===== src/rtl/data_path_if.sv =====
// Control/data bundle between the control unit (master) and the single-bus datapath (slave).
interface data_path_if;
    logic [31:0] Mdatain;
    logic [4:0]  ops;
    logic R0out, R1out, R2out, R3out, R4out, R5out, R6out, R7out;
    logic R8out, R9out, R10out, R11out, R12out, R13out, R14out, R15out;
    logic RAout, RYout, RZHIout, RZLOout, PCout, IRout, HIout, LOout;
    logic MDRout, MARout, PORTout, Cout;
    logic R0in, R1in, R2in, R3in, R4in, R5in, R6in, R7in;
    logic R8in, R9in, R10in, R11in, R12in, R13in, R14in, R15in;
    logic RAin, RYin, PCin, IRin, HIin, LOin, MDRin, MARin, PORTin, RZin;
    logic IncPC, Read, Write, gra, grb, grc, rin, rins, rout, routs, BAout;
    logic [31:0] BusMuxOut, MARq, MDRq, OutPort;
    logic        MemWrite;

    modport master (
        output Mdatain, ops,
        output R0out, R1out, R2out, R3out, R4out, R5out, R6out, R7out,
        output R8out, R9out, R10out, R11out, R12out, R13out, R14out, R15out,
        output RAout, RYout, RZHIout, RZLOout, PCout, IRout, HIout, LOout,
        output MDRout, MARout, PORTout, Cout,
        output R0in, R1in, R2in, R3in, R4in, R5in, R6in, R7in,
        output R8in, R9in, R10in, R11in, R12in, R13in, R14in, R15in,
        output RAin, RYin, PCin, IRin, HIin, LOin, MDRin, MARin, PORTin, RZin,
        output IncPC, Read, Write, gra, grb, grc, rin, rins, rout, routs, BAout,
        input  BusMuxOut, MARq, MDRq, OutPort, MemWrite
    );

    modport slave (
        input  Mdatain, ops,
        input  R0out, R1out, R2out, R3out, R4out, R5out, R6out, R7out,
        input  R8out, R9out, R10out, R11out, R12out, R13out, R14out, R15out,
        input  RAout, RYout, RZHIout, RZLOout, PCout, IRout, HIout, LOout,
        input  MDRout, MARout, PORTout, Cout,
        input  R0in, R1in, R2in, R3in, R4in, R5in, R6in, R7in,
        input  R8in, R9in, R10in, R11in, R12in, R13in, R14in, R15in,
        input  RAin, RYin, PCin, IRin, HIin, LOin, MDRin, MARin, PORTin, RZin,
        input  IncPC, Read, Write, gra, grb, grc, rin, rins, rout, routs, BAout,
        output BusMuxOut, MARq, MDRq, OutPort, MemWrite
    );
endinterface


===== src/rtl/data_path.sv =====
// 32-bit single-bus datapath: register file, special registers, ALU, select/encode, MDR/MAR.
// Optional mul/div enabled by defining DATAPATH_MULDIV_EN.
module data_path (
    input  logic         clock,
    input  logic         clear,
    data_path_if.slave   dp
);
    typedef enum logic [4:0] {
        OP_ADD  = 5'b00011, OP_SUB  = 5'b00100, OP_AND  = 5'b00101,
        OP_OR   = 5'b00110, OP_SHR  = 5'b00111, OP_SHRA = 5'b01000,
        OP_SHL  = 5'b01001, OP_ROR  = 5'b01010, OP_ROL  = 5'b01011,
        OP_NEG  = 5'b01100, OP_NOT  = 5'b01101, OP_MUL  = 5'b01110,
        OP_DIV  = 5'b01111
    } alu_op_e;

    logic [31:0] r_q [16];
    logic [31:0] ra_q, y_q, pc_q, ir_q, hi_q, lo_q, mdr_q, mar_q, port_q;
    logic [63:0] z_q, z_d;
    logic [31:0] mdr_d, bus, c_val, r0_bus;
    logic [15:0] r_in_strb, r_out_strb, r_in_eff, r_out_eff, sel;
    logic [3:0]  field;
    logic [27:0] drv;
    logic [31:0] src [28];

    assign r_in_strb  = {dp.R15in, dp.R14in, dp.R13in, dp.R12in, dp.R11in, dp.R10in, dp.R9in, dp.R8in,
                         dp.R7in, dp.R6in, dp.R5in, dp.R4in, dp.R3in, dp.R2in, dp.R1in, dp.R0in};
    assign r_out_strb = {dp.R15out, dp.R14out, dp.R13out, dp.R12out, dp.R11out, dp.R10out, dp.R9out, dp.R8out,
                         dp.R7out, dp.R6out, dp.R5out, dp.R4out, dp.R3out, dp.R2out, dp.R1out, dp.R0out};

    assign field     = ({4{dp.gra}} & ir_q[26:23]) | ({4{dp.grb}} & ir_q[22:19]) | ({4{dp.grc}} & ir_q[18:15]);
    assign sel       = 16'h0001 << field;
    assign r_in_eff  = r_in_strb  | ({16{dp.rin | dp.rins}} & sel);
    assign r_out_eff = r_out_strb | ({16{dp.rout | dp.routs | dp.BAout}} & sel);
    // R0 reads as zero when it is selected only through BAout (base-address mode)
    assign r0_bus    = (dp.R0out | ((dp.rout | dp.routs) & sel[0])) ? r_q[0] : '0;
    assign c_val     = {{13{ir_q[18]}}, ir_q[18:0]};

    assign drv = {dp.Cout, dp.PORTout, dp.MARout, dp.MDRout, dp.LOout, dp.HIout, dp.IRout, dp.PCout,
                  dp.RZLOout, dp.RZHIout, dp.RYout, dp.RAout, r_out_eff};

    always_comb begin
        for (int unsigned i = 0; i < 16; i++) src[i] = r_q[i];
        src[0]  = r0_bus;
        src[16] = ra_q;   src[17] = y_q;    src[18] = z_q[63:32]; src[19] = z_q[31:0];
        src[20] = pc_q;   src[21] = ir_q;   src[22] = hi_q;       src[23] = lo_q;
        src[24] = mdr_q;  src[25] = mar_q;  src[26] = port_q;     src[27] = c_val;
    end

    // Priority bus mux: the lowest-indexed asserted driver wins
    always_comb begin
        logic found;
        bus   = '0;
        found = 1'b0;
        for (int unsigned i = 0; i < 28; i++) begin
            if (drv[i] && !found) begin
                bus   = src[i];
                found = 1'b1;
            end
        end
    end

    logic [31:0] a, b, sra_res;
    logic [63:0] ror_w, rol_w;
    assign a       = y_q;
    assign b       = bus;
    assign sra_res = $signed(a) >>> b[4:0];
    assign ror_w   = {a, a} >> b[4:0];
    assign rol_w   = {a, a} << b[4:0];
`ifdef DATAPATH_MULDIV_EN
    logic signed [63:0] mul_res;
    logic [31:0] quo, rem;
    assign mul_res = $signed(a) * $signed(b);
    assign quo     = $signed(a) / $signed(b);
    assign rem     = $signed(a) % $signed(b);
`endif

    always_comb begin
        z_d = '0;
        if (dp.IncPC) begin
            z_d = {32'd0, b + 32'd1};
        end else begin
            case (dp.ops)
                OP_ADD:  z_d = {32'd0, a + b};
                OP_SUB:  z_d = {32'd0, a - b};
                OP_AND:  z_d = {32'd0, a & b};
                OP_OR:   z_d = {32'd0, a | b};
                OP_SHR:  z_d = {32'd0, a >> b[4:0]};
                OP_SHRA: z_d = {32'd0, sra_res};
                OP_SHL:  z_d = {32'd0, a << b[4:0]};
                OP_ROR:  z_d = {32'd0, ror_w[31:0]};
                OP_ROL:  z_d = {32'd0, rol_w[63:32]};
                OP_NEG:  z_d = {32'd0, 32'd0 - b};
                OP_NOT:  z_d = {32'd0, ~b};
`ifdef DATAPATH_MULDIV_EN
                OP_MUL:  z_d = mul_res;
                OP_DIV:  if (b != '0) z_d = {rem, quo};
`endif
                default: z_d = '0;
            endcase
        end
    end

    assign mdr_d = dp.Read ? dp.Mdatain : bus;

    always_ff @(posedge clock or negedge clear) begin
        if (!clear) begin
            for (int unsigned i = 0; i < 16; i++) r_q[i] <= '0;
            ra_q <= '0; y_q <= '0; z_q <= '0; pc_q <= '0; ir_q <= '0;
            hi_q <= '0; lo_q <= '0; mdr_q <= '0; mar_q <= '0; port_q <= '0;
        end else begin
            for (int unsigned i = 0; i < 16; i++) if (r_in_eff[i]) r_q[i] <= bus;
            if (dp.RAin)   ra_q   <= bus;
            if (dp.RYin)   y_q    <= bus;
            if (dp.RZin)   z_q    <= z_d;
            if (dp.PCin)   pc_q   <= bus;
            if (dp.IRin)   ir_q   <= bus;
            if (dp.HIin)   hi_q   <= bus;
            if (dp.LOin)   lo_q   <= bus;
            if (dp.MDRin)  mdr_q  <= mdr_d;
            if (dp.MARin)  mar_q  <= bus;
            if (dp.PORTin) port_q <= bus;
        end
    end

    assign dp.BusMuxOut = bus;
    assign dp.MARq      = mar_q;
    assign dp.MDRq      = mdr_q;
    assign dp.OutPort   = port_q;
    assign dp.MemWrite  = dp.Write;
endmodule


===== src/flat_wrapper.sv =====
// flat-port wrapper written by rule: the top's interface ports become plain ports
module data_path_flat 
  (clock, clear, dp_Mdatain, dp_ops, dp_R0out, dp_R1out, dp_R2out, dp_R3out, dp_R4out, dp_R5out, dp_R6out, dp_R7out, dp_R8out, dp_R9out, dp_R10out, dp_R11out, dp_R12out, dp_R13out, dp_R14out, dp_R15out, dp_RAout, dp_RYout, dp_RZHIout, dp_RZLOout, dp_PCout, dp_IRout, dp_HIout, dp_LOout, dp_MDRout, dp_MARout, dp_PORTout, dp_Cout, dp_R0in, dp_R1in, dp_R2in, dp_R3in, dp_R4in, dp_R5in, dp_R6in, dp_R7in, dp_R8in, dp_R9in, dp_R10in, dp_R11in, dp_R12in, dp_R13in, dp_R14in, dp_R15in, dp_RAin, dp_RYin, dp_PCin, dp_IRin, dp_HIin, dp_LOin, dp_MDRin, dp_MARin, dp_PORTin, dp_RZin, dp_IncPC, dp_Read, dp_Write, dp_gra, dp_grb, dp_grc, dp_rin, dp_rins, dp_rout, dp_routs, dp_BAout, dp_BusMuxOut, dp_MARq, dp_MDRq, dp_OutPort, dp_MemWrite);
  data_path_if dp_i ();
  input  logic clock;
  input  logic clear;
  input wire logic [$bits(dp_i.Mdatain)-1:0] dp_Mdatain;
  input wire logic [$bits(dp_i.ops)-1:0] dp_ops;
  input wire logic [$bits(dp_i.R0out)-1:0] dp_R0out;
  input wire logic [$bits(dp_i.R1out)-1:0] dp_R1out;
  input wire logic [$bits(dp_i.R2out)-1:0] dp_R2out;
  input wire logic [$bits(dp_i.R3out)-1:0] dp_R3out;
  input wire logic [$bits(dp_i.R4out)-1:0] dp_R4out;
  input wire logic [$bits(dp_i.R5out)-1:0] dp_R5out;
  input wire logic [$bits(dp_i.R6out)-1:0] dp_R6out;
  input wire logic [$bits(dp_i.R7out)-1:0] dp_R7out;
  input wire logic [$bits(dp_i.R8out)-1:0] dp_R8out;
  input wire logic [$bits(dp_i.R9out)-1:0] dp_R9out;
  input wire logic [$bits(dp_i.R10out)-1:0] dp_R10out;
  input wire logic [$bits(dp_i.R11out)-1:0] dp_R11out;
  input wire logic [$bits(dp_i.R12out)-1:0] dp_R12out;
  input wire logic [$bits(dp_i.R13out)-1:0] dp_R13out;
  input wire logic [$bits(dp_i.R14out)-1:0] dp_R14out;
  input wire logic [$bits(dp_i.R15out)-1:0] dp_R15out;
  input wire logic [$bits(dp_i.RAout)-1:0] dp_RAout;
  input wire logic [$bits(dp_i.RYout)-1:0] dp_RYout;
  input wire logic [$bits(dp_i.RZHIout)-1:0] dp_RZHIout;
  input wire logic [$bits(dp_i.RZLOout)-1:0] dp_RZLOout;
  input wire logic [$bits(dp_i.PCout)-1:0] dp_PCout;
  input wire logic [$bits(dp_i.IRout)-1:0] dp_IRout;
  input wire logic [$bits(dp_i.HIout)-1:0] dp_HIout;
  input wire logic [$bits(dp_i.LOout)-1:0] dp_LOout;
  input wire logic [$bits(dp_i.MDRout)-1:0] dp_MDRout;
  input wire logic [$bits(dp_i.MARout)-1:0] dp_MARout;
  input wire logic [$bits(dp_i.PORTout)-1:0] dp_PORTout;
  input wire logic [$bits(dp_i.Cout)-1:0] dp_Cout;
  input wire logic [$bits(dp_i.R0in)-1:0] dp_R0in;
  input wire logic [$bits(dp_i.R1in)-1:0] dp_R1in;
  input wire logic [$bits(dp_i.R2in)-1:0] dp_R2in;
  input wire logic [$bits(dp_i.R3in)-1:0] dp_R3in;
  input wire logic [$bits(dp_i.R4in)-1:0] dp_R4in;
  input wire logic [$bits(dp_i.R5in)-1:0] dp_R5in;
  input wire logic [$bits(dp_i.R6in)-1:0] dp_R6in;
  input wire logic [$bits(dp_i.R7in)-1:0] dp_R7in;
  input wire logic [$bits(dp_i.R8in)-1:0] dp_R8in;
  input wire logic [$bits(dp_i.R9in)-1:0] dp_R9in;
  input wire logic [$bits(dp_i.R10in)-1:0] dp_R10in;
  input wire logic [$bits(dp_i.R11in)-1:0] dp_R11in;
  input wire logic [$bits(dp_i.R12in)-1:0] dp_R12in;
  input wire logic [$bits(dp_i.R13in)-1:0] dp_R13in;
  input wire logic [$bits(dp_i.R14in)-1:0] dp_R14in;
  input wire logic [$bits(dp_i.R15in)-1:0] dp_R15in;
  input wire logic [$bits(dp_i.RAin)-1:0] dp_RAin;
  input wire logic [$bits(dp_i.RYin)-1:0] dp_RYin;
  input wire logic [$bits(dp_i.PCin)-1:0] dp_PCin;
  input wire logic [$bits(dp_i.IRin)-1:0] dp_IRin;
  input wire logic [$bits(dp_i.HIin)-1:0] dp_HIin;
  input wire logic [$bits(dp_i.LOin)-1:0] dp_LOin;
  input wire logic [$bits(dp_i.MDRin)-1:0] dp_MDRin;
  input wire logic [$bits(dp_i.MARin)-1:0] dp_MARin;
  input wire logic [$bits(dp_i.PORTin)-1:0] dp_PORTin;
  input wire logic [$bits(dp_i.RZin)-1:0] dp_RZin;
  input wire logic [$bits(dp_i.IncPC)-1:0] dp_IncPC;
  input wire logic [$bits(dp_i.Read)-1:0] dp_Read;
  input wire logic [$bits(dp_i.Write)-1:0] dp_Write;
  input wire logic [$bits(dp_i.gra)-1:0] dp_gra;
  input wire logic [$bits(dp_i.grb)-1:0] dp_grb;
  input wire logic [$bits(dp_i.grc)-1:0] dp_grc;
  input wire logic [$bits(dp_i.rin)-1:0] dp_rin;
  input wire logic [$bits(dp_i.rins)-1:0] dp_rins;
  input wire logic [$bits(dp_i.rout)-1:0] dp_rout;
  input wire logic [$bits(dp_i.routs)-1:0] dp_routs;
  input wire logic [$bits(dp_i.BAout)-1:0] dp_BAout;
  output wire logic [$bits(dp_i.BusMuxOut)-1:0] dp_BusMuxOut;
  output wire logic [$bits(dp_i.MARq)-1:0] dp_MARq;
  output wire logic [$bits(dp_i.MDRq)-1:0] dp_MDRq;
  output wire logic [$bits(dp_i.OutPort)-1:0] dp_OutPort;
  output wire logic [$bits(dp_i.MemWrite)-1:0] dp_MemWrite;
  assign dp_i.Mdatain = dp_Mdatain;
  assign dp_i.ops = dp_ops;
  assign dp_i.R0out = dp_R0out;
  assign dp_i.R1out = dp_R1out;
  assign dp_i.R2out = dp_R2out;
  assign dp_i.R3out = dp_R3out;
  assign dp_i.R4out = dp_R4out;
  assign dp_i.R5out = dp_R5out;
  assign dp_i.R6out = dp_R6out;
  assign dp_i.R7out = dp_R7out;
  assign dp_i.R8out = dp_R8out;
  assign dp_i.R9out = dp_R9out;
  assign dp_i.R10out = dp_R10out;
  assign dp_i.R11out = dp_R11out;
  assign dp_i.R12out = dp_R12out;
  assign dp_i.R13out = dp_R13out;
  assign dp_i.R14out = dp_R14out;
  assign dp_i.R15out = dp_R15out;
  assign dp_i.RAout = dp_RAout;
  assign dp_i.RYout = dp_RYout;
  assign dp_i.RZHIout = dp_RZHIout;
  assign dp_i.RZLOout = dp_RZLOout;
  assign dp_i.PCout = dp_PCout;
  assign dp_i.IRout = dp_IRout;
  assign dp_i.HIout = dp_HIout;
  assign dp_i.LOout = dp_LOout;
  assign dp_i.MDRout = dp_MDRout;
  assign dp_i.MARout = dp_MARout;
  assign dp_i.PORTout = dp_PORTout;
  assign dp_i.Cout = dp_Cout;
  assign dp_i.R0in = dp_R0in;
  assign dp_i.R1in = dp_R1in;
  assign dp_i.R2in = dp_R2in;
  assign dp_i.R3in = dp_R3in;
  assign dp_i.R4in = dp_R4in;
  assign dp_i.R5in = dp_R5in;
  assign dp_i.R6in = dp_R6in;
  assign dp_i.R7in = dp_R7in;
  assign dp_i.R8in = dp_R8in;
  assign dp_i.R9in = dp_R9in;
  assign dp_i.R10in = dp_R10in;
  assign dp_i.R11in = dp_R11in;
  assign dp_i.R12in = dp_R12in;
  assign dp_i.R13in = dp_R13in;
  assign dp_i.R14in = dp_R14in;
  assign dp_i.R15in = dp_R15in;
  assign dp_i.RAin = dp_RAin;
  assign dp_i.RYin = dp_RYin;
  assign dp_i.PCin = dp_PCin;
  assign dp_i.IRin = dp_IRin;
  assign dp_i.HIin = dp_HIin;
  assign dp_i.LOin = dp_LOin;
  assign dp_i.MDRin = dp_MDRin;
  assign dp_i.MARin = dp_MARin;
  assign dp_i.PORTin = dp_PORTin;
  assign dp_i.RZin = dp_RZin;
  assign dp_i.IncPC = dp_IncPC;
  assign dp_i.Read = dp_Read;
  assign dp_i.Write = dp_Write;
  assign dp_i.gra = dp_gra;
  assign dp_i.grb = dp_grb;
  assign dp_i.grc = dp_grc;
  assign dp_i.rin = dp_rin;
  assign dp_i.rins = dp_rins;
  assign dp_i.rout = dp_rout;
  assign dp_i.routs = dp_routs;
  assign dp_i.BAout = dp_BAout;
  assign dp_BusMuxOut = dp_i.BusMuxOut;
  assign dp_MARq = dp_i.MARq;
  assign dp_MDRq = dp_i.MDRq;
  assign dp_OutPort = dp_i.OutPort;
  assign dp_MemWrite = dp_i.MemWrite;
  data_path u_core (.clock(clock), .clear(clear), .dp(dp_i));
endmodule

===== config.mk =====
export PLATFORM = sky130hd
export DESIGN_NAME = data_path_flat
export DESIGN_NICKNAME = d
export VERILOG_FILES = /design/src/rtl/data_path_if.sv /design/src/rtl/data_path.sv /design/src/flat_wrapper.sv
export SDC_FILE = /design/constraint.sdc
export NUM_CORES = 2
export LEC_CHECK = 0
export BUFFER_PORTS_ARGS = -buffer_cell sky130_fd_sc_hd__buf_4
export CAP_MARGIN = 20
export CORE_ASPECT_RATIO = 1.2
export CORE_MARGIN = 5
export CORE_UTILIZATION = 25
export DETAILED_ROUTE_END_ITERATION = 8
export GPL_TIMING_DRIVEN = 0
export SLEW_MARGIN = 40
export SYNTH_ARGS = -nofsm -noshare
export SYNTH_HDL_FRONTEND = slang
export SYNTH_SLANG_ARGS = --single-unit

===== constraint.sdc =====
create_clock -name clock -period 9.27 [get_ports clock]
set_input_delay 1.854 -clock clock [delete_from_list [all_inputs] [get_ports clock]]
set_output_delay 1.854 -clock clock [all_outputs]
set_load 0.02 [all_outputs]

==> metrics list <==
- Startpoint type of the worst setup path: input pin
- The floorplan step set the die width to 412.5 um.
- Wires add up to between 300 and 400 mm.
- The synthesized netlist devotes 27.67% of its cell area to compound gates.
- Site Rows: roughly 180
- CTS tree: yes
* Kind of end point of the critical path: flip-flop
- CP max-delay cell: sky130_fd_sc_hd__a222oi_1
- Summed over all nets, the half-perimeter wirelength after detailed placement is between 200 and 250 mm.
* Final Hold Viols: 0
- Setup repair after global routing could not meet its margin everywhere.
- Hold buffers post-CTS: 0
* Run status: finished, violations left
* Mapped cell area: ~49000 um^2
- Sinks on Clock Net: about 830
- For this design the top-level I/O count stands at 233.
- Quantity of I/O buffers inserted on ports: 217
* Critical path data arrival time: between 10 and 15 ns
* Tot Pwr: approximately 17000 uW
- Among all flip-flop cells after synthesis, the most frequent one is sky130_fd_sc_hd__dfrtp_1.
- The final critical path takes up 103.1% of the cycle.
* Start point of the worst min-delay path: u_core.r_q[333]
- Worst-skew pair later-pin latency: ~0.76 ns
- Number of buffers created by CTS: 95
- Across all hold checks on the routed design, the worst slack comes to about 0.48 ns.
- Vias in the first global route: between 50000 and 60000
* Leakage component of the power: approximately 0.025 uW
- Summed over all layers, the global routing overflow is 0.
* Total vias in the final route: about 55000
- The placed instances occupy a cell area of 54300 um^2.
* Hold Crit Depth: 2
- Buffer type at the clock tree root: sky130_fd_sc_hd__clkbuf_16
- Logic depth of the worst setup path including buffers: 37
- In this run the vertical extent of the chip is approximately 490 um.
* Mux cell area share after synthesis: roughly 4%
- Total area of sequential cells: 20820 um^2
* Number of buffers and inverters on the critical path: 11
- The critical path is of the input pin to flip-flop type.
* Reg-to-Reg Start: u_core.ir_q[18]
- Setup violations remaining at the end of the flow were counted as 11.
- Core outline area: between 150000 and 200000 um^2
- The checks that failed: DRC, setup timing.
- Async set or reset register ratio after synthesis: 100.0%
- Final Instance Area: between 60000 and 70000 um^2
- Weighted congestion at the end of routability-driven global placement: about 1.1
* Sequential element share of the synthesized area: 42.84%
* Capturing point of the worst reg2reg path: u_core.z_q[31]
- Synthesis produced around 5700 cells.
- Total power divided by cell area: between 200 and 300 nW/um^2
- At the pin with the least slew margin, the transition time is 0.9693 ns.
- Worst Slack Setup Final: -0.2892 ns
* Mean Syn Cell Area: around 8.5 um^2
- Of the total synthesized cell area, the portion taken by XOR and XNOR cells is under 10%.
* Main combinational cell family by area after synthesis: compound AO/OA/AOI/OAI gates
- WL/cell: between 30 and 40 um
- During synthesis, Yosys emitted a total of 0 warnings.
* Post-route DRC violation count: 21
- After clock tree synthesis, the clock-pin slew on the worst setup and hold paths is ~0.060 ns.
- Synthesized netlist net count: 5915
- Remaining antenna violation count: 0
- The synthesized netlist devotes roughly 17% of its cell area to simple gates.
* Maximum clock frequency: roughly 100 MHz
- R2R setup slack: just under 0.5 ns
* Wire length of the first global-routing pass: between 400 and 500 mm
- Maximum fanout count along the critical path: 10
- The filler cells instantiated in the layout total ~20000.
- Required @ worst endpoint: ~9.8 ns
* Initial antenna violation count: 28
* Number of distinct library cells after synthesis: around 120
- On the worst path, the slowest cell contributes a delay of roughly 0.62 ns.
- The worst pin sits at a relative slew slack of 33.53%.
- The number of cells on the worst reg-to-reg path is 37.
* Max Cap Viol: 0
* End point of the most critical hold path: u_core.r_q[333]
* Maximum count of clock buffers along a single path: 3
* Register bit total from synthesis: between 800 and 900
- Once the floorplan was initialized, standard cells occupied about 25% of the core.
- For the finished layout, the period the worst path requires is roughly 9.6 ns.
- The floorplan step defined a die boundary enclosing between 200000 and 250000 um^2.
- Initial drt markers: ~8900
- The min-delay analysis places its worst path in the category flip-flop to flip-flop.
- The first detailed-routing pass took 9 iterations.
* Post-synthesis share of cell area spent on full adders, half adders and majority gates: about 2.6%
- Across the VDD grid, the largest voltage drop is roughly 0.16 mV.
* EDFF count, synth: 0
- Area of combinational cells with multiple inputs: ~27000 um^2
- Final Max Tran Viols: 0
* Number of nets in the finished design: 6397
* CTS HTree Levels: 3
* Fin Clk Skew: 0.06607 ns
- Fraction of layout instances using a drive strength above 1: between 10% and 20%
- Across every metal layer, demand over resource in global routing totals 29.30%.
- Area growth from synthesis to final layout: 25.31%
- After detailed routing, the number of vias per cell comes to 6.168.
* Pin count of the biggest net entering global routing: 112
- Top delay family on crit path: compound AO/OA/AOI/OAI gates
-- state kept, by name, summed over array words and instances (netlist names) --
name / count
u_core.dp.MDRq: 32
u_core.dp.MARq: 32
u_core.a: 32
u_core.dp.OutPort: 32
u_core.lo_q: 32
u_core.z_q: 32
u_core.ra_q: 32
u_core.r_q: 512
u_core.hi_q: 32
u_core.ir_q: 32
u_core.pc_q: 32
-- synth_stat cells (78+ instances only) --
cell type | count | area, um^2
sky130_fd_sc_hd__nand3_1 | 161 | 805.8
sky130_fd_sc_hd__a21oi_1 | 827 | 4139
sky130_fd_sc_hd__ha_1 | 98 | 1226
sky130_fd_sc_hd__nor2_1 | 784 | 2943
sky130_fd_sc_hd__nor3_1 | 78 | 390.4
sky130_fd_sc_hd__mux2_2 | 109 | 1227
sky130_fd_sc_hd__clkbuf_1 | 338 | 1269
sky130_fd_sc_hd__o211ai_1 | 96 | 720.7
sky130_fd_sc_hd__nand2_1 | 528 | 1982
sky130_fd_sc_hd__o21ai_0 | 444 | 2222
sky130_fd_sc_hd__dfrtp_1 | 832 | 20820
sky130_fd_sc_hd__o22ai_1 | 83 | 519.3
sky130_fd_sc_hd__inv_1 | 83 | 311.6
-- repair_timing --
item / in CTS / in global routing
endpoints found under the setup margin: 62 / 19
pin swaps: 75 / 78
resized for setup: 386 / 154
setup buffers: 99 / 50
gates cloned: 1 / 0
-- final cells by class --
cell class              count  area share [%]
multi-input cells        4305           44.34
inverters                  97          0.6349
plain buffers             455           4.331
flip-flops and latches    832           34.19
clock inverters            40          0.9575
repair buffers            407           5.544
diodes                     18         0.07397
well taps                2595           5.332
clock buffers             134           4.592
-- layout by cell type (no fill, tap or decap), types with 19 or more instances in the layout --
| master | instances |
|---|---|
| sky130_fd_sc_hd__dfrtp_1 | 831 |
| sky130_fd_sc_hd__a21oi_1 | 798 |
| sky130_fd_sc_hd__nor2_1 | 763 |
| sky130_fd_sc_hd__nand2_1 | 520 |
| sky130_fd_sc_hd__o21ai_0 | 427 |
| sky130_fd_sc_hd__buf_4 | 388 |
| sky130_fd_sc_hd__clkbuf_1 | 242 |
| sky130_fd_sc_hd__nand3_1 | 157 |
| sky130_fd_sc_hd__mux2_2 | 109 |
| sky130_fd_sc_hd__clkbuf_16 | 100 |
| sky130_fd_sc_hd__o211ai_1 | 96 |
| sky130_fd_sc_hd__ha_1 | 95 |
| sky130_fd_sc_hd__inv_1 | 81 |
| sky130_fd_sc_hd__o22ai_1 | 79 |
| sky130_fd_sc_hd__a22oi_1 | 67 |
| sky130_fd_sc_hd__mux2i_1 | 66 |
| sky130_fd_sc_hd__a222oi_1 | 65 |
| sky130_fd_sc_hd__buf_2 | 57 |
| sky130_fd_sc_hd__clkbuf_2 | 56 |
| sky130_fd_sc_hd__a221oi_1 | 55 |
| sky130_fd_sc_hd__nor3_1 | 55 |
| sky130_fd_sc_hd__o221ai_1 | 54 |
| sky130_fd_sc_hd__o21ai_1 | 50 |
| sky130_fd_sc_hd__a211oi_1 | 45 |
| sky130_fd_sc_hd__xnor2_1 | 44 |
| sky130_fd_sc_hd__buf_6 | 39 |
| sky130_fd_sc_hd__a21o_1 | 39 |
| sky130_fd_sc_hd__clkbuf_8 | 34 |
| sky130_fd_sc_hd__and3_1 | 31 |
| sky130_fd_sc_hd__nand4_1 | 28 |
| sky130_fd_sc_hd__clkbuf_4 | 27 |
| sky130_fd_sc_hd__nand2b_1 | 24 |
| sky130_fd_sc_hd__xor2_1 | 23 |
| sky130_fd_sc_hd__or3_1 | 22 |
| sky130_fd_sc_hd__a31oi_1 | 21 |
| sky130_fd_sc_hd__nor2b_1 | 21 |
| sky130_fd_sc_hd__a22o_1 | 21 |
| sky130_fd_sc_hd__a21oi_2 | 20 |
| sky130_fd_sc_hd__a221o_1 | 19 |
-- logic make-up after synthesis --
| kind of cell | Yosys count |
|---|---|
| mux | 177 |
| compound gates | 2146 |
| xor+xnor | 69 |
| simple gates | 1813 |
| flops | 832 |
| fa+ha+maj | 100 |
| buf+inv | 574 |
-- per-stage QoR --
| stage | setup WS, ns | instances | utilization [%] | TNS, ns |
|---|---|---|---|---|
| after floorplan | 0.007043 | 5711 | - | 0 |
| after global placement | -7.152 | 8523 | 27.63 | -3872.63 |
| after detailed placement | -4.981 | 8564 | 28.05 | -156.96 |
| after CTS | -0.01160 | 8822 | 31.00 | -0.01160 |
| after global routing | -0.2175 | 8866 | 31.44 | -0.3025 |
| final | -0.2892 | 8883 | 31.46 | -1.326 |
-- per-layer routing --
metal | up-vias | global-route usage, % | routed length, um
met4 | 16 | 24.03 | 33760
li1 | 21860 | - | -
met3 | 1375 | 9.538 | 37350
met1 | 27050 | 35.01 | 111200
met5 | - | 0 | 141
met2 | 4487 | 42.81 | 128900
-- how the worst max path moves through the flow --
stage | to | from
4_1_cts | u_core.z_q[28] | dp_gra
5_1_grt | u_core.z_q[31] | dp_grb
3_5_place_dp | u_core.z_q[28] | dp_gra
2_1_floorplan | u_core.z_q[29] | dp_R1out
6_report | u_core.z_q[31] | dp_grb
3_3_place_gp | u_core.z_q[29] | dp_grb
-- power breakdown --
part           internal [uW]  switching [uW]  leakage [uW]
registers               4590            1040       0.00996
logic                   2270            5130        0.0132
clock network           2420            1730       0.00164
total                   9280            7890        0.0248
-- worst min-delay path, cell delays in order (launching register included) --
cell	delay, ns
sky130_fd_sc_hd__dfrtp_1	0.34
sky130_fd_sc_hd__nand2_1	0.05
sky130_fd_sc_hd__o21ai_0	0.06
No activity file was read; power rests on OpenSTA's default activity.
